### config.mk
export PLATFORM = sky130hd
export DESIGN_NAME = adc_spi_responder_flat
export DESIGN_NICKNAME = d
export VERILOG_FILES = /design/src/rtl/adc_spi_responder_if.sv /design/src/rtl/adc_spi_responder.sv /design/src/flat_wrapper.sv
export SDC_FILE = /design/constraint.sdc
export NUM_CORES = 1
export LEC_CHECK = 0
export BUFFER_PORTS_ARGS = -buffer_cell sky130_fd_sc_hd__buf_2
export CAP_MARGIN = 20
export CELL_PAD_IN_SITES_DETAIL_PLACEMENT = 1
export CELL_PAD_IN_SITES_GLOBAL_PLACEMENT = 2
export CORE_MARGIN = 4
export CORE_UTILIZATION = 39
export DETAILED_ROUTE_END_ITERATION = 12
export GPL_TIMING_DRIVEN = 0
export HOLD_SLACK_MARGIN = 0.15
export PLACE_DENSITY = 0.78
export SYNTH_ARGS = -nofsm -noshare
export SYNTH_HDL_FRONTEND = slang
export SYNTH_SLANG_ARGS = --single-unit
### constraint.sdc
create_clock -name i_sclk -period 2.1 [get_ports i_sclk]
set_input_delay 0 -clock i_sclk [delete_from_list [all_inputs] [get_ports i_sclk]]
set_output_delay 0 -clock i_sclk [all_outputs]
set_load 0.005 [all_outputs]
### src/rtl/adc_spi_responder_if.sv
`timescale 1ns/1ps
`default_nettype none
// +--------------------------------------------------------------------------+
// | Module   : adc_spi_responder_if                                          |
// | Purpose  : SPI pin bundle between the AD7888 master driver and the       |
// |            converter (or its responder model).                           |
// | Signals  : i_spi_cs   - chip select, active low (master -> converter)    |
// |            i_spi_sclk - SPI clock (master -> converter)                  |
// |            i_spi_din  - converter DIN (master -> converter)              |
// |            o_spi_dout - converter DOUT (converter -> master)             |
// |            Directions are named from the converter's point of view.      |
// | Modports : master - drives CS/SCLK/DIN, reads DOUT                       |
// |            slave  - reads CS/SCLK/DIN, drives DOUT                       |
// | Revision : 1.0 - initial release                                         |
// +--------------------------------------------------------------------------+
interface adc_spi_responder_if;
   logic i_spi_cs;
   logic i_spi_sclk;
   logic i_spi_din;
   logic o_spi_dout;

   modport master (
      output i_spi_cs,
      output i_spi_sclk,
      output i_spi_din,
      input  o_spi_dout
   );

   modport slave (
      input  i_spi_cs,
      input  i_spi_sclk,
      input  i_spi_din,
      output o_spi_dout
   );
endinterface
`default_nettype wire

### src/rtl/adc_spi_responder.sv
`timescale 1ns/1ps
`default_nettype none
// +--------------------------------------------------------------------------+
// | Module   : adc_spi_responder                                             |
// | Purpose  : AD7888 serial-interface emulator. Oversamples the master's    |
// |            CS/SCLK/DIN on i_sclk, decodes the 8-bit control word and     |
// |            returns a 16-bit frame {4'b0000, sample[11:0]} MSB first.     |
// | Params   : SYNC_STAGES - synchronizer depth on the SPI pins (2..4)       |
// | Ports    : i_sclk        system clock (rising edge)                      |
// |            i_rst_n       asynchronous active-low reset                   |
// |            spi           SPI pins (slave modport)                        |
// |            i_sample_data 12-bit conversion value for o_channel           |
// |            o_channel     channel under conversion                        |
// |            o_ctrl_word   last complete control word                      |
// |            o_ctrl_valid  pulse when o_ctrl_word updates                  |
// |            o_frame_done  pulse after the 16th SCLK rising edge           |
// |            o_frame_err   pulse when CS rises before 16 rising edges      |
// |            o_busy        frame in progress (CS-fall to CS-rise detect)   |
// |            o_pwrdn       power-down status                               |
// | Macro    : ADC_RESP_PWRDN_EN - when defined, PM1:PM0=11 puts the model   |
// |            into power-down (frames return all zeros) until a control     |
// |            word with another PM value is committed.                      |
// | Revision : 1.0 - initial release                                         |
// +--------------------------------------------------------------------------+
module adc_spi_responder #(
   parameter int SYNC_STAGES = 2
) (
   input  logic                 i_sclk,
   input  logic                 i_rst_n,
   adc_spi_responder_if.slave   spi,
   input  logic [11:0]          i_sample_data,
   output logic [2:0]           o_channel,
   output logic [7:0]           o_ctrl_word,
   output logic                 o_ctrl_valid,
   output logic                 o_frame_done,
   output logic                 o_frame_err,
   output logic                 o_busy,
   output logic                 o_pwrdn
);

   localparam logic [1:0] c_st_idle      = 2'd0;
   localparam logic [1:0] c_st_shift     = 2'd1;
   localparam logic [1:0] c_st_done_wait = 2'd2;

   // ---------------------------------------------------------------------
   // Input synchronizers, edge-detect delay flops and registered events.
   // The CS chain resets low so a CS already held low when reset releases
   // never looks like a falling edge; a fresh CS rise/fall is required.
   // ---------------------------------------------------------------------
   logic [SYNC_STAGES-1:0] r_cs_sync;
   logic [SYNC_STAGES-1:0] r_sclk_sync;
   logic [SYNC_STAGES-1:0] r_din_sync;
   logic                   r_cs_d;
   logic                   r_sclk_d;
   logic                   r_din_d;
   logic                   r_cs_fall;
   logic                   r_cs_rise;
   logic                   r_sclk_rise;
   logic                   r_sclk_fall;

   always_ff @(posedge i_sclk or negedge i_rst_n) begin
      if (!i_rst_n) begin
         r_cs_sync   <= '0;
         r_sclk_sync <= '0;
         r_din_sync  <= '0;
         r_cs_d      <= 1'b0;
         r_sclk_d    <= 1'b0;
         r_din_d     <= 1'b0;
         r_cs_fall   <= 1'b0;
         r_cs_rise   <= 1'b0;
         r_sclk_rise <= 1'b0;
         r_sclk_fall <= 1'b0;
      end else begin
         r_cs_sync   <= {r_cs_sync[SYNC_STAGES-2:0],   spi.i_spi_cs};
         r_sclk_sync <= {r_sclk_sync[SYNC_STAGES-2:0], spi.i_spi_sclk};
         r_din_sync  <= {r_din_sync[SYNC_STAGES-2:0],  spi.i_spi_din};
         r_cs_d      <= r_cs_sync[SYNC_STAGES-1];
         r_sclk_d    <= r_sclk_sync[SYNC_STAGES-1];
         // DIN gets the same delay so it stays aligned with the SCLK events
         r_din_d     <= r_din_sync[SYNC_STAGES-1];
         r_cs_fall   <=  r_cs_d   & ~r_cs_sync[SYNC_STAGES-1];
         r_cs_rise   <= ~r_cs_d   &  r_cs_sync[SYNC_STAGES-1];
         r_sclk_rise <= ~r_sclk_d &  r_sclk_sync[SYNC_STAGES-1];
         r_sclk_fall <=  r_sclk_d & ~r_sclk_sync[SYNC_STAGES-1];
      end
   end

   // ---------------------------------------------------------------------
   // Frame engine
   // ---------------------------------------------------------------------
   logic [1:0]  r_state;
   logic [4:0]  r_bit_cnt;
   logic [15:0] r_tx_shift;
   logic [7:0]  r_rx_shift;
   logic [7:0]  r_ctrl_word;
   logic [2:0]  r_channel;
   logic        r_ctrl_valid;
   logic        r_frame_done;
   logic        r_frame_err;
   logic [15:0] w_load_word;
   logic        w_commit;

   // The 16th rising edge completes the frame; cs_rise in the same cycle wins.
   assign w_commit = (r_state == c_st_shift) && !r_cs_rise && r_sclk_rise &&
                     (r_bit_cnt == 5'd15);

`ifdef ADC_RESP_PWRDN_EN
   logic r_pwrdn;

   always_ff @(posedge i_sclk or negedge i_rst_n) begin
      if (!i_rst_n) begin
         r_pwrdn <= 1'b0;
      end else if (w_commit) begin
         r_pwrdn <= (r_rx_shift[1:0] == 2'b11);
      end
   end

   assign w_load_word = r_pwrdn ? 16'h0000 : {4'b0000, i_sample_data};
   assign o_pwrdn     = r_pwrdn;
`else
   assign w_load_word = {4'b0000, i_sample_data};
   assign o_pwrdn     = 1'b0;
`endif

   always_ff @(posedge i_sclk or negedge i_rst_n) begin
      if (!i_rst_n) begin
         r_state      <= c_st_idle;
         r_bit_cnt    <= 5'd0;
         r_tx_shift   <= 16'h0000;
         r_rx_shift   <= 8'h00;
         r_ctrl_word  <= 8'h00;
         r_channel    <= 3'd0;
         r_ctrl_valid <= 1'b0;
         r_frame_done <= 1'b0;
         r_frame_err  <= 1'b0;
      end else begin
         r_ctrl_valid <= w_commit;
         r_frame_done <= w_commit;
         r_frame_err  <= 1'b0;
         // ADD2..0 only takes effect for the following frame (AD7888 pipelining)
         if (w_commit) begin
            r_ctrl_word <= r_rx_shift;
            r_channel   <= r_rx_shift[5:3];
         end
         case (r_state)
            c_st_idle: begin
               if (r_cs_fall) begin
                  r_state    <= c_st_shift;
                  r_tx_shift <= w_load_word;
                  r_bit_cnt  <= 5'd0;
                  r_rx_shift <= 8'h00;
               end
            end
            c_st_shift: begin
               if (r_cs_rise) begin
                  r_state     <= c_st_idle;
                  r_frame_err <= 1'b1;
               end else if (r_sclk_rise) begin
                  // Only the first 8 bits are control; later DIN is don't-care
                  if (r_bit_cnt < 5'd8) begin
                     r_rx_shift <= {r_rx_shift[6:0], r_din_d};
                  end
                  r_bit_cnt <= r_bit_cnt + 5'd1;
                  if (r_bit_cnt == 5'd15) begin
                     r_state <= c_st_done_wait;
                  end
               end else if (r_sclk_fall && (r_bit_cnt != 5'd0)) begin
                  // A falling edge ahead of the first rising edge must not shift
                  r_tx_shift <= {r_tx_shift[14:0], 1'b0};
               end
            end
            c_st_done_wait: begin
               if (r_cs_rise) begin
                  r_state <= c_st_idle;
               end
            end
            default: begin
               r_state <= c_st_idle;
            end
         endcase
      end
   end

   assign spi.o_spi_dout = (r_state == c_st_shift) ? r_tx_shift[15] : 1'b0;
   assign o_busy         = (r_state != c_st_idle);
   assign o_ctrl_word    = r_ctrl_word;
   assign o_channel      = r_channel;
   assign o_ctrl_valid   = r_ctrl_valid;
   assign o_frame_done   = r_frame_done;
   assign o_frame_err    = r_frame_err;

endmodule
`default_nettype wire

### src/flat_wrapper.sv
// flat-port wrapper written by rule: the top's interface ports become plain ports
module adc_spi_responder_flat 
#(
   parameter int SYNC_STAGES = 2
)
  (i_sclk, i_rst_n, i_sample_data, o_channel, o_ctrl_word, o_ctrl_valid, o_frame_done, o_frame_err, o_busy, o_pwrdn, spi_i_spi_cs, spi_i_spi_sclk, spi_i_spi_din, spi_o_spi_dout);
  adc_spi_responder_if spi_i ();
  input  logic i_sclk;
  input  logic i_rst_n;
  input  logic [11:0] i_sample_data;
  output logic [2:0] o_channel;
  output logic [7:0] o_ctrl_word;
  output logic o_ctrl_valid;
  output logic o_frame_done;
  output logic o_frame_err;
  output logic o_busy;
  output logic o_pwrdn;
  input wire logic [$bits(spi_i.i_spi_cs)-1:0] spi_i_spi_cs;
  input wire logic [$bits(spi_i.i_spi_sclk)-1:0] spi_i_spi_sclk;
  input wire logic [$bits(spi_i.i_spi_din)-1:0] spi_i_spi_din;
  output wire logic [$bits(spi_i.o_spi_dout)-1:0] spi_o_spi_dout;
  assign spi_i.i_spi_cs = spi_i_spi_cs;
  assign spi_i.i_spi_sclk = spi_i_spi_sclk;
  assign spi_i.i_spi_din = spi_i_spi_din;
  assign spi_o_spi_dout = spi_i.o_spi_dout;
  adc_spi_responder #(.SYNC_STAGES(SYNC_STAGES)) u_core (.i_sclk(i_sclk), .i_rst_n(i_rst_n), .spi(spi_i), .i_sample_data(i_sample_data), .o_channel(o_channel), .o_ctrl_word(o_ctrl_word), .o_ctrl_valid(o_ctrl_valid), .o_frame_done(o_frame_done), .o_frame_err(o_frame_err), .o_busy(o_busy), .o_pwrdn(o_pwrdn));
endmodule
# After elaboration in Yosys (flattened, before gate mapping)
# Cells that the tools add are included.
dict set report classes {
  addsub 1
  multipliers 0
  n_div 0
  n_lt_le_gt_ge 1
  eq_ne 12
  n_shift 0
  mux 23
  bitwise_logic 8
  n_reduce_logical 13
}
# operator n
set ops {}
lappend ops {{two-way mux 16 bit} 4}
lappend ops {{two-way mux 8 bit} 4}
lappend ops {{one-hot mux 16 bit (2 select lines)} 1}
lappend ops {{one-hot mux 8 bit (2 select lines)} 1}
lappend ops {{two-way mux 5 bit} 3}
lappend ops {{two-way mux 2 bit} 5}
lappend ops {{one-hot mux 5 bit (2 select lines)} 1}
lappend ops {{AND reduction 5 bit} 2}
lappend ops {{inequality test 2 bit (second input constant)} 4}
lappend ops {{AND reduction 4 bit} 2}
lappend ops {{inequality test 2 x 1 -> 1 bit (second input constant)} 3}
lappend ops {{one-hot mux 2 bit (3 select lines)} 1}
lappend ops {{adder 5 x 1 -> 5 bit (second input constant)} 1}
lappend ops {{== test 5 x 4 -> 1 bit (second input constant)} 1}
lappend ops {{< comparator 5 x 4 -> 1 bit (second input constant)} 1}
lappend ops {{nonzero test 5 bit} 1}
lappend ops {{AND 1 bit} 4}
lappend ops {{logical AND 1 bit} 4}
lappend ops {{NOT 1 bit} 4}
lappend ops {{nonzero test 2 bit} 2}
lappend ops {{two-way mux 1 bit} 3}
lappend ops {{inequality test 3 x 1 -> 1 bit (second input constant)} 1}
lappend ops {{inequality test 3 x 2 -> 1 bit (second input constant)} 1}
lappend ops {{== test 2 x 1 -> 1 bit (second input constant)} 1}
lappend ops {{3 further kinds} 3}
dict set report totals {
  regBits 57
  latchBits 0
  ram_bits 0
  mem_bits_ro 0
  out_inout_bits 17
  word_cells 76
  n_memories 0
}

# Depth between registers and ports, before layout
# Gate-level depths: netlist (run 1).
dict set report logic_depth {
  ltp_word 6
  ltp_mapped 7
}

# Least setup slack after synthesis (run 1)
# Ideal clock, no wire load.
dict set report synth_timing {
  path_kind {reg-to-reg}
  startpoint {register u_core.r_bit_cnt[0]}
  endpoint {register u_core.r_tx_shift[10]}
  arrival_ns 1.653
  required_time_ns 1.975
  path_slack_ns 0.322
  path_stages_with_launch 8
  period_less_slack_ns 1.778
  cell_sequence {dfrtp_1 > inv_1 > ha_1 > or4b_4 > nand3b_4 > a21oi_4 > buf_12 > mux2_4}
}
dict set report synth_between {
  elab_chain_len 4
}
# element line_no
set synth_rtl {}
lappend synth_rtl {{start, declared} adc_spi_responder.sv:92} ;# logic [4:0] r_bit_cnt;
lappend synth_rtl {{start signal, assigned} adc_spi_responder.sv:163} ;# r_bit_cnt <= r_bit_cnt + 5'd1;
lappend synth_rtl {{nonzero test 5 bit} adc_spi_responder.sv:167} ;# end else if (r_sclk_fall && (r_bit_cnt != 5'd0)) begin
lappend synth_rtl {{logical AND 1 bit} adc_spi_responder.sv:167}
lappend synth_rtl {{inequality test 2 bit (no source line)} --}
lappend synth_rtl {{AND reduction 5 bit (no source line)} --}
lappend synth_rtl {{end signal, assigned} adc_spi_responder.sv:149} ;# r_tx_shift <= w_load_word;
lappend synth_rtl {{end signal, assigned} adc_spi_responder.sv:169} ;# r_tx_shift <= {r_tx_shift[14:0], 1'b0};
lappend synth_rtl {{end, declared} adc_spi_responder.sv:93} ;# logic [15:0] r_tx_shift;
# Every way passes these cells.
# A chain may end at the register's enable or synchronous reset.

# Final worst setup path (run 1)
dict set report layout_timing {
  startpoint {register u_core.r_bit_cnt[0]}
  endpoint {register u_core.r_tx_shift[2]}
}
# The elaborated chain is that of the path after synthesis.

==> results by group, run 1 <==
Detailed routing
  – Drt initial violations: 70
  – Routed wire length: 4.457 mm
  – Total number of vias: 1433
  – Drt drc: 0
  – Via density: 4.941
  – DRT Pass-1 Iters: 4
  – WL/cell: 15.37 um
  – Post-route ant nets: 0

Synth
  – Synth unique cells: 37
  – Cells after Synth: 162
  – Largest family of logic cells by synthesized area: multiplexers
  – Part of the Yosys area used for sequential elements: 58.44%
  – Yosys warnings: 0
  – Post-synthesis mux area share: 16.23%
  – Post-synthesis compound-gate area fraction: 9.037%
  – Cell area after synthesis: 2312 sq um
  – Seq cells post-synth: 54
  – Adder-Cell Fraction of Synth Area: 1.623%
  – Synth Area in Simple Gates: 10.06%
  – XOR/XNOR share of the synthesized area: 0.3788%
  – Mean Syn Cell Area: 14.27 sq um
  – Mapped Nets: 182

STA
  – Hold WS: 0.2958 ns
  – Final Hold Fails: 0
  – Final Max Slew Viols: 0
  – RSZ-0062 raised after global routing: no
  – FMAX: 0.5124 GHz
  – Tmin final: 1.952 ns
  – Setup violations, final: 0
  – Skew final: 0.004823 ns
  – Setup ws final: 0.1484 ns
  – Slew @ Worst Pin: 0.7479 ns
  – Slew margin rel.: 50.14%
  – Period utilization: 92.93%
  – Setup TNS: 0 ns

Die
  – DIE WIDTH: 85 um
  – Die area: 7225 sq um
  – Ports: 34
  – Std cell rows: 27
  – Chip Height: 85 um
  – Starting Density: 40.98%
  – Core area: 5642 sq um

Clock network
  – Clock Latency Late Sink: 0.30 ns
  – Htree depth: 2
  – Maximum clock path buffer count: 2
  – Clk sinks: 54
  – CTS tree: yes
  – CTS root buffer: clkbuf_8
  – Cts bufs inserted: 5
  – Clock transition at path regs: 0.09 ns
  – Post-CTS setup buffers: 0

Worst setup path
  – Top Family by Delay on Critical Path: simple AND/OR/NAND/NOR gates
  – Max incr delay on CP: 0.48 ns
  – Critical Path End Type: flop
  – Critical path launch point type: flop
  – Arrival @ worst endpoint: 2.14 ns
  – Worst path depth: 7
  – Worst path required time: 2.29 ns
  – WS Path Type: reg -> reg
  – Crit path buffers/inverters: 2
  – CP max stage cell: or4b_4
  – Crit path cell chain: inv_1, ha_1, or4b_4, nand3b_4, a21oi_4, buf_12, mux2_4
  – Critical Path Fanout Max: 10
  – R2R depth: 7

Power
  – Worst VDD drop: 0.6080 mV
  – Static Leak: 0.001416 uW
  – Power per cell area: 901.7 nW/um^2

Global route
  – Largest net degree at the start of global routing: 32
  – Initial antenna violation count: 0
  – First-pass GRT wire length: 7.783 mm
  – Number of global-route vias before repair: 1569
  – Total grt overflow: 0
  – GRT Total Usage: 13.49%

Placement
  – Routability-driven placement congestion ratio: 0.7536
  – DP Worst Slack: 0.1192 ns
  – PortBufs: 32
  – Detailed placement HPWL: 3.259 mm

Min path
  – Hold crit path type: in -> async

Status
  – Status: finished, final reports clean

Layout
  – Share of cells above drive strength 1: 40.83%
  – Final #Nets: 238
  – Layout area overhead: 24.03%
  – Ant. Diodes: 0

Job
  – Maxcap violations: 0
registers in the layout, summed over array words and instances (netlist names), 2 cells and up:
signal and count:
u_core.r_state 2, u_core.r_tx_shift 16, u_core.r_bit_cnt 5, u_core.r_rx_shift 8, u_core.o_ctrl_word 6, u_core.r_cs_sync 2
u_core.r_din_sync 2, u_core.r_sclk_sync 2, u_core.o_channel 2
routing by layer:
metal / wire [um] / GRT usage [%]
met5: 0 / 0
met4: 15 / 3.022
met3: 157 / 3.301
met2: 2380 / 23.80
met1: 1903 / 16.64
layout make-up:
class	count	area [sq um]
clock buffer	5	68.82
buffer	9	78.83
fill	564	2774
clock inverter	2	38.79
timing repair buffer	49	347.8
sequential	54	1351
inverter	4	15.01
tap	72	90.09
multi-input combinational	95	877.1
through the flow:
step / cells / area (sq um) / total power [uW] / util, %
final: 290 / 2868 / 2586 / 50.83
after floorplan: 162 / 2312 / 1745 / -
after global routing: 290 / 2868 / 2730 / 50.83
after detailed placement: 267 / 2590 / 1907 / 45.91
after global placement: 266 / 2562 / 1858 / 45.42
after CTS: 290 / 2858 / 2615 / 50.65
worst paths after layout:
check / startpoint / to / slack, ns
worst max-delay path: u_core.r_bit_cnt[0] / u_core.r_tx_shift[2] / 0.15
worst min-delay path: i_rst_n / u_core.o_ctrl_word[7] / 0.30
worst max register to register: u_core.r_bit_cnt[0] / u_core.r_tx_shift[2] / 0.15
worst min register to register: u_core.r_din_sync[0] / u_core.r_din_sync[1] / 0.36
max in group asynchronous: i_rst_n / u_core.r_tx_shift[11] / 1.24
min in group i_sclk: spi_i_spi_cs / u_core.r_cs_sync[0] / 0.34
Yosys cell counts (all sizes together):
cell type  number  area share, %
xor2            1           0.38
nor3b           1           0.54
nand2           7            1.1
and4bb          1           0.54
mux2           30             16
a22o           10            3.8
nor2            3           0.60
a32o            2           0.87
and2            2           0.54
o21ai           7            1.5
nor2b           5            1.4
dfrtp          54             58
or2             2           0.54
ha              3            1.6
inv             4           0.65
a21o            3            1.1
and3            1           0.27
or3             1           0.27
nand3b          2            1.2
a21oi           3            1.1
conb            1           0.16
or4b            1           0.60
nor4b           1            1.0
nand2b          3           0.81
o211ai          2           0.65
nand3           3           0.65
buf             9            3.4
worst register-to-register path, delay by kind of cell, from the launching register on:
family                   cells  cell delay, ns
adder cells (fa/ha/maj)      1            0.15
multiplexers                 1            0.30
AO/OA/AOI/OAI                1            0.09
flip-flops                   1            0.44
AND/OR/NAND/NOR              2            0.63
buffers and inverters        2            0.23
cells in the final DEF, fill, tap and decap left out, types with 3 or more instances in the layout:
master,count
nand2b_1,3
o21ai_0,6
nand3_1,3
inv_1,4
dlygate4sd3_1,16
a22o_1,10
mux2_2,20
mux2_4,10
buf_2,34
nor2b_1,5
clkbuf_8,5
nand2_1,7
buf_4,5
dfrtp_1,54
ha_1,3
where the power goes:
part | switching (uW) | internal (uW)
Sequential | 110 | 1200
Combinational | 224 | 374
Clock | 329 | 351
Total | 663 | 1920
what timing repair did:
item / 4_1_cts / 5_1_grt
hold buffers: 16 / 0
gates resized for setup: 0 / 2
hold endpoints to repair: 45 / 0
endpoints found under the setup margin: 0 / 8
kinds of logic after synthesis:
family / Yosys count
AOI/OAI and AO/OA: 27
xor gates and xnor gates: 1
adders and majority gates: 3
buffers and inverters: 13
DFF: 54
muxes: 30
other: 1
and+or+nand+nor: 33
No activity file was read; power rests on OpenSTA's default activity.
==> run 2, diff against run 1 <==
ABC_CLOCK_PERIOD_IN_PS = 2100   (was unset)
GPL_ROUTABILITY_DRIVEN = 0   (was unset)
PLACE_DENSITY = 0.76   (was 0.78)
==> run 2 against run 1 <==
  * Count of clock-buffer cells in the layout is 1 higher
  * Clock power fell by 11%
  * Power is 2.7% lower
  * Non-clock buffer count rose by 1
  * Sequential power hardly changed
  * Final cell count up 0.69%
  * Global-route usage is 0.46 points higher
  * Combinational power up 1%
  * Via count increased by 1.2%
  * Setup slack improved by 0.0092 ns
  * Sequential cell count is the same
  * Largest cell class unchanged
==> results by group, run 2 (synthesis gave the netlist of run 1 again) <==
Global route
  – Number of global-route vias before repair: 1653 (+5.4%)
  – GRT Total Usage: 13.94% (+0.46 points)
  – First-pass GRT wire length: 8.024 mm (+3.1%)
  – Largest net degree at the start of global routing: 43 (+34%)
  – Initial antenna violation count: 0 (unchanged)
  – Total grt overflow: 0 (unchanged)

Min path
  – Hold crit path type: in -> async

Clock network
  – CTS tree: yes
  – Maximum clock path buffer count: 2 (unchanged)
  – Cts bufs inserted: 5 (unchanged)
  – Clk sinks: 54 (unchanged)
  – Htree depth: 2 (unchanged)
  – Post-CTS setup buffers: 0 (unchanged)
  – Clock transition at path regs: 0.10 ns (about the same)
  – CTS root buffer: clkbuf_8
  – Clock Latency Late Sink: 0.30 ns (about the same)

STA
  – Period utilization: 92.49% (-0.44 points)
  – Skew final: 0.003604 ns (-0.001219 ns)
  – Final Max Slew Viols: 0 (unchanged)
  – Setup violations, final: 0 (unchanged)
  – RSZ-0062 raised after global routing: no
  – Tmin final: 1.942 ns (-0.009208 ns)
  – Final Hold Fails: 0 (unchanged)
  – Setup TNS: 0 ns (unchanged)
  – Slew margin rel.: 62.41% (+12 points)
  – FMAX: 0.5148 GHz (+0.47%)
  – Hold WS: 0.2207 ns (-0.07505 ns)
  – Slew @ Worst Pin: 0.5619 ns (-0.1860 ns)
  – Setup ws final: 0.1576 ns (+0.009208 ns)

Layout
  – Final #Nets: 239 (+0.42%)
  – Most common cell after layout, fill and taps aside: dfrtp_1
  – Footprint of the multi-input gates: 877.1 sq um (unchanged)
  – # fillers: 568 (+0.71%)
  – Share of cells above drive strength 1: 40.91% (+0.083 points)
  – Final core utilization: 50.72% (-0.11 points)
  – Ant. Diodes: 0 (unchanged)
  – Max reg flops: 16 (unchanged)
  – Layout area overhead: 23.76%
  – Biggest register: u_core.r_tx_shift
  – Most frequent cells in the layout: 54 x dfrtp_1, 34 x buf_2, 20 x mux2_2
  – Register Area: 1351 sq um (unchanged)

Status
  – Status: finished, final reports clean

Worst setup path
  – Critical path launch point type: flop
  – Critical Path Fanout Max: 10 (unchanged)
  – Worst path required time: 2.29 ns (about the same)
  – Arrival @ worst endpoint: 2.13 ns (about the same)
  – WS Path Type: reg -> reg
  – Critical Path End Type: flop

Die
  – Chip Height: 85 um (unchanged)
  – Ports: 34 (unchanged)
  – Core area: 5642 sq um (unchanged)
  – DIE WIDTH: 85 um (unchanged)
  – Die area: 7225 sq um (unchanged)
  – Starting Density: 40.98% (unchanged)
  – Std cell rows: 27 (unchanged)

Detailed routing
  – Routed wire length: 4.508 mm (+1.1%)
  – WL/cell: 15.44 um (+0.45%)
  – Drt initial violations: 58 (-17%)
  – Drt drc: 0 (unchanged)
  – Total number of vias: 1450 (+1.2%)
  – Post-route ant nets: 0 (unchanged)
  – Via density: 4.966 (+0.49%)
  – DRT Pass-1 Iters: 4 (unchanged)

Placement
  – PortBufs: 32 (unchanged)
  – Detailed placement HPWL: 3.242 mm (-0.52%)
  – DP Worst Slack: 0.1411 ns (+0.02190 ns)

Job
  – Maxcap violations: 0 (unchanged)

Power
  – Tot Pwr: 2517 uW (-2.7%)
  – Static Leak: 0.001410 uW (-0.39%)
  – Power per cell area: 879.5 nW/um^2 (-2.5%)
  – Worst VDD drop: 0.5543 mV (-8.8%)
run 2: changes by cell type in the layout (fill, tap and decap cells not counted):
cell,previous run,this run
bufinv_16,1,0
inv_6,0,1
buf_16,1,0
clkinvlp_4,0,1
dlygate4sd3_1,16,17
clkbuf_8,5,6
clkinv_4,1,0
buf_12,1,2
run 2: through the flow:
stage | std cells | cell area [sq um]
4_1_cts | 292 | 2851
6_report | 292 | 2861
5_1_grt | 292 | 2861
3_5_place_dp | 267 | 2582
3_3_place_gp | 266 | 2562
2_1_floorplan | 162 | 2312
run 2: critical path, cell delays in order (launching register included):
cell,delay [ns]
dfrtp_1,0.50
nor2b_1,0.18
buf_2,0.23
buf_2,0.29
mux2_2,0.38
mux2_4,0.26
run 2: area by class of cell:
cell class	instances	area share, %
timing repair buffer	50	12.24
tap	72	3.148
sequential	54	47.22
buffer	9	2.755
inverter	4	0.5247
clock buffer	6	2.886
clock inverter	2	0.5684
multi-input combinational	95	30.65
run 2: path summary, 6_finish.rpt:
kind / start / endpoint / slack, ns / cells past startpoint
worst max-delay path: u_core.r_state[0] / u_core.r_tx_shift[9] / 0.16 / 5
worst min register to register: u_core.r_din_sync[1] / u_core.r_din_d / 0.36 / 0
worst min-delay path: i_rst_n / u_core.r_rx_shift[5] / 0.22 / 3
worst max register to register: u_core.r_state[0] / u_core.r_tx_shift[9] / 0.16 / 5
max in group asynchronous: i_rst_n / u_core.r_bit_cnt[0] / 0.93 / 3
min in group i_sclk: spi_i_spi_sclk / u_core.r_sclk_sync[0] / 0.34 / 2
run 2: timing repair:
item,4_1_cts,5_1_grt
endpoints found under the setup margin,0,8
hold buffers,17,0
endpoints found under the hold margin,69,0
resized for setup,0,2
run 2: power by group:
group	switching (uW)	leakage (uW)	internal, uW	total [uW]
combinational	228	0.000662	375	604
sequential	107	0.000701	1200	1300
clock	336	0.0000478	272	608
total	672	0.00141	1840	2520
run 2: metal layers:
| layer | share of wire [%] | global-route usage [%] | vias to the layer above |
|---|---|---|---|
| li1 | - | - | 682 |
| met1 | 43 | 17.53 | 746 |
| met2 | 53 | 24.22 | 20 |
| met3 | 3.3 | 2.913 | 2 |
| met4 | 0.78 | 3.885 | 0 |
| met5 | 0 | 0 | - |
==> run 3, diff against run 2 <==
CORE_UTILIZATION = 27   (was 39)
PLACE_DENSITY = 0.55   (was 0.76)
==> run 3 against run 2 <==
  * Count of clock-buffer cells in the layout is the same
  * Routed wire length shrank 0.38%
  * Register-to-register slack gained 0.05 ns
  * Largest power group unchanged
  * Setup slack gained 0.050 ns
  * Power shrank 1.7%
  * Sequential power is essentially flat
  * Sequential share of layout area shrank 0.31 points
  * Critical path depth is the same
  * Highest routed layer unchanged
  * Global-route usage shrank 4.2 points
  * Utilization shrank 16 points
  * Sequential cell count is the same
  * Clock power shrank 4.4%
==> results by group, run 3 (synthesis gave the netlist of run 1 again) <==
Status
  – Status: finished, final reports clean

Global route
  – First-pass GRT wire length: 7.700 mm (-4.0%)
  – Total grt overflow: 0 (unchanged)
  – GRT Total Usage: 9.788% (-4.2 points)
  – Initial antenna violation count: 0 (unchanged)
  – Largest net degree at the start of global routing: 29 (-33%)
  – Number of global-route vias before repair: 1506 (-8.9%)

Die
  – Ports: 34 (unchanged)
  – Die area: 10110 sq um (+40%)
  – Chip Height: 100.5 um (+18%)
  – Starting Density: 28.00% (-13 points)
  – DIE WIDTH: 100.5 um (+18%)
  – Core area: 8258 sq um (+46%)
  – Std cell rows: 33 (+22%)

STA
  – Slew margin rel.: 56.25% (-6.2 points)
  – Tmin final: 1.892 ns (-0.05025 ns)
  – Skew final: 0.01397 ns (+0.01037 ns)
  – Setup ws final: 0.2079 ns (+0.05025 ns)
  – Slew @ Worst Pin: 0.6562 ns (+0.09429 ns)
  – Period utilization: 90.10% (-2.4 points)
  – FMAX: 0.5285 GHz (+2.7%)
  – Final Hold Fails: 0 (unchanged)
  – RSZ-0062 raised after global routing: no
  – Hold WS: 0.2452 ns (+0.02444 ns)
  – Setup violations, final: 0 (unchanged)
  – Setup TNS: 0 ns (unchanged)
  – Final Max Slew Viols: 0 (unchanged)

Detailed routing
  – WL/cell: 13.86 um (-10%)
  – Drt initial violations: 32 (-45%)
  – Post-route ant nets: 0 (unchanged)
  – Drt drc: 0 (unchanged)
  – DRT Pass-1 Iters: 4 (unchanged)
  – Via density: 4.414 (-11%)
  – Routed wire length: 4.491 mm (-0.38%)
  – Total number of vias: 1430 (-1.4%)

Clock network
  – Maximum clock path buffer count: 2 (unchanged)
  – Clk sinks: 54 (unchanged)
  – CTS root buffer: clkbuf_8
  – Htree depth: 2 (unchanged)
  – Clock Latency Late Sink: 0.31 ns (about the same)
  – Cts bufs inserted: 5 (unchanged)
  – CTS tree: yes
  – Clock transition at path regs: 0.09 ns (about the same)
  – Post-CTS setup buffers: 0 (unchanged)

Worst setup path
  – R2r startpoint: u_core.r_bit_cnt[0]
  – Critical Path End Type: flop
  – Top Family by Delay on Critical Path: simple AND/OR/NAND/NOR gates
  – R2R depth: 5 (unchanged)
  – Worst reg2reg setup slack: 0.21 ns (+0.05 ns)
  – CP most frequent cell: ha_1
  – Crit path buffers/inverters: 0 (-2)
  – Crit path cell chain: ha_1, and3_1, ha_1, nand2_1, mux2_2
  – Critical Path Fanout Max: 10 (unchanged)
  – Worst path required time: 2.29 ns (about the same)
  – WS Path Type: reg -> reg
  – Critical path launch point type: flop
  – Max incr delay on CP: 0.43 ns (-0.07 ns)
  – Arrival @ worst endpoint: 2.09 ns (-0.04 ns)
  – CP max stage cell: dfrtp_1
  – Reg2reg end: u_core.o_ctrl_word[1]

Power
  – Switching share of total power: 26.99% (+0.29 points)
  – Sw power: 667.3 uW (-0.68%)
  – Comb pwr share: 23.9% (about the same)
  – Worst VDD drop: 0.2431 mV (-56%)
  – Tot Pwr: 2473 uW (-1.7%)
  – P_int: 1805 uW (-2.1%)
  – Sequential group share of total power: 52.6% (+0.7 points)
  – Clock share of power: 23.5% (-0.7 points)
  – Power per cell area: 858.5 nW/um^2 (-2.4%)
  – Static Leak: 0.001404 uW (-0.48%)

Layout
  – Most frequent cells in the layout: 54 x dfrtp_1, 34 x buf_2, 20 x mux2_2
  – Max reg flops: 16 (unchanged)
  – Biggest register: u_core.r_tx_shift
  – Final #Nets: 238 (-0.42%)
  – Share of cells above drive strength 1: 40.64% (-0.27 points)
  – Design area: 2880 sq um (+0.66%)
  – Layout area overhead: 24.57%
  – Ant. Diodes: 0 (unchanged)
  – Most common cell after layout, fill and taps aside: dfrtp_1

Job
  – Maxcap violations: 0 (unchanged)

Placement
  – PortBufs: 32 (unchanged)
  – Post-DP Area: 2624 sq um (+1.6%)
  – Detailed placement HPWL: 3.179 mm (-2.0%)
  – DP Worst Slack: 0.09351 ns (-0.04755 ns)

Min path
  – Hold crit path type: in -> async
[run 3: changes by cell type in the layout (fill, tap and decap cells not counted), sizes merged]
cell / change
clkinv: +2
clkinvlp: -1
dlygate4sd3: -1
inv: -1
[run 3: per-layer routing]
layer	GRT usage, %	vias up	wire length (um)
met4	4.041	0	83
li1	-	676	-
met5	0	-	0
met2	16.06	21	2174
met1	12.15	727	2051
met3	2.699	6	182
[run 3: worst max-delay path by stage]
stage | from | cells past startpoint | slack (ns) | end
2_1_floorplan | u_core.r_bit_cnt[0] | 7 | 0.32 | u_core.r_tx_shift[10]
3_3_place_gp | u_core.r_state[0] | 4 | 0.17 | u_core.r_rx_shift[0]
3_5_place_dp | u_core.r_state[0] | 4 | 0.09 | u_core.r_rx_shift[3]
4_1_cts | u_core.r_state[0] | 4 | 0.08 | u_core.r_rx_shift[0]
5_1_grt | u_core.r_state[0] | 4 | 0.02 | u_core.r_rx_shift[0]
6_report | u_core.r_bit_cnt[0] | 5 | 0.21 | u_core.o_ctrl_word[1]
[run 3: stage by stage]
stage / cells / util (%)
2_1_floorplan: 162 / -
3_3_place_gp: 299 / 31.53
3_5_place_dp: 300 / 31.77
4_1_cts: 324 / 34.76
5_1_grt: 324 / 34.88
6_report: 324 / 34.88
[run 3: area by class of cell]
| class | instances | area (sq um) |
|---|---|---|
| Fill cell | 884 | 5378 |
| Inverter | 4 | 15.01 |
| Buffer | 9 | 78.83 |
| Clock inverter | 2 | 13.76 |
| Multi-Input combinational cell | 95 | 877.1 |
| Clock buffer | 6 | 72.57 |
| Sequential cell | 54 | 1351 |
| Tap cell | 105 | 131.4 |
| Timing Repair Buffer | 49 | 340.3 |
[run 3: power by group through the flow]
stage / Sequential, uW / Combinational (uW) / Clock, uW
after global routing: 1330 / 652 / 645
after detailed placement: 1320 / 576 / 0
after CTS: 1300 / 605 / 603
after global placement: 1310 / 554 / 0
after floorplan: 1290 / 459 / 0
final: 1300 / 592 / 581
[run 3: worst register-to-register path, cell delays in order (launching register included)]
cell,delay [ns]
dfrtp_1,0.43
ha_1,0.23
and3_1,0.18
ha_1,0.20
nand2_1,0.35
mux2_2,0.40
[run 3: timing repair]
| item | in CTS | in global routing |
|---|---|---|
| hold buffers | 16 | 0 |
| resized for setup | 0 | 2 |
| endpoints found under the hold margin | 42 | 0 |
| endpoints found under the setup margin | 0 | 8 |
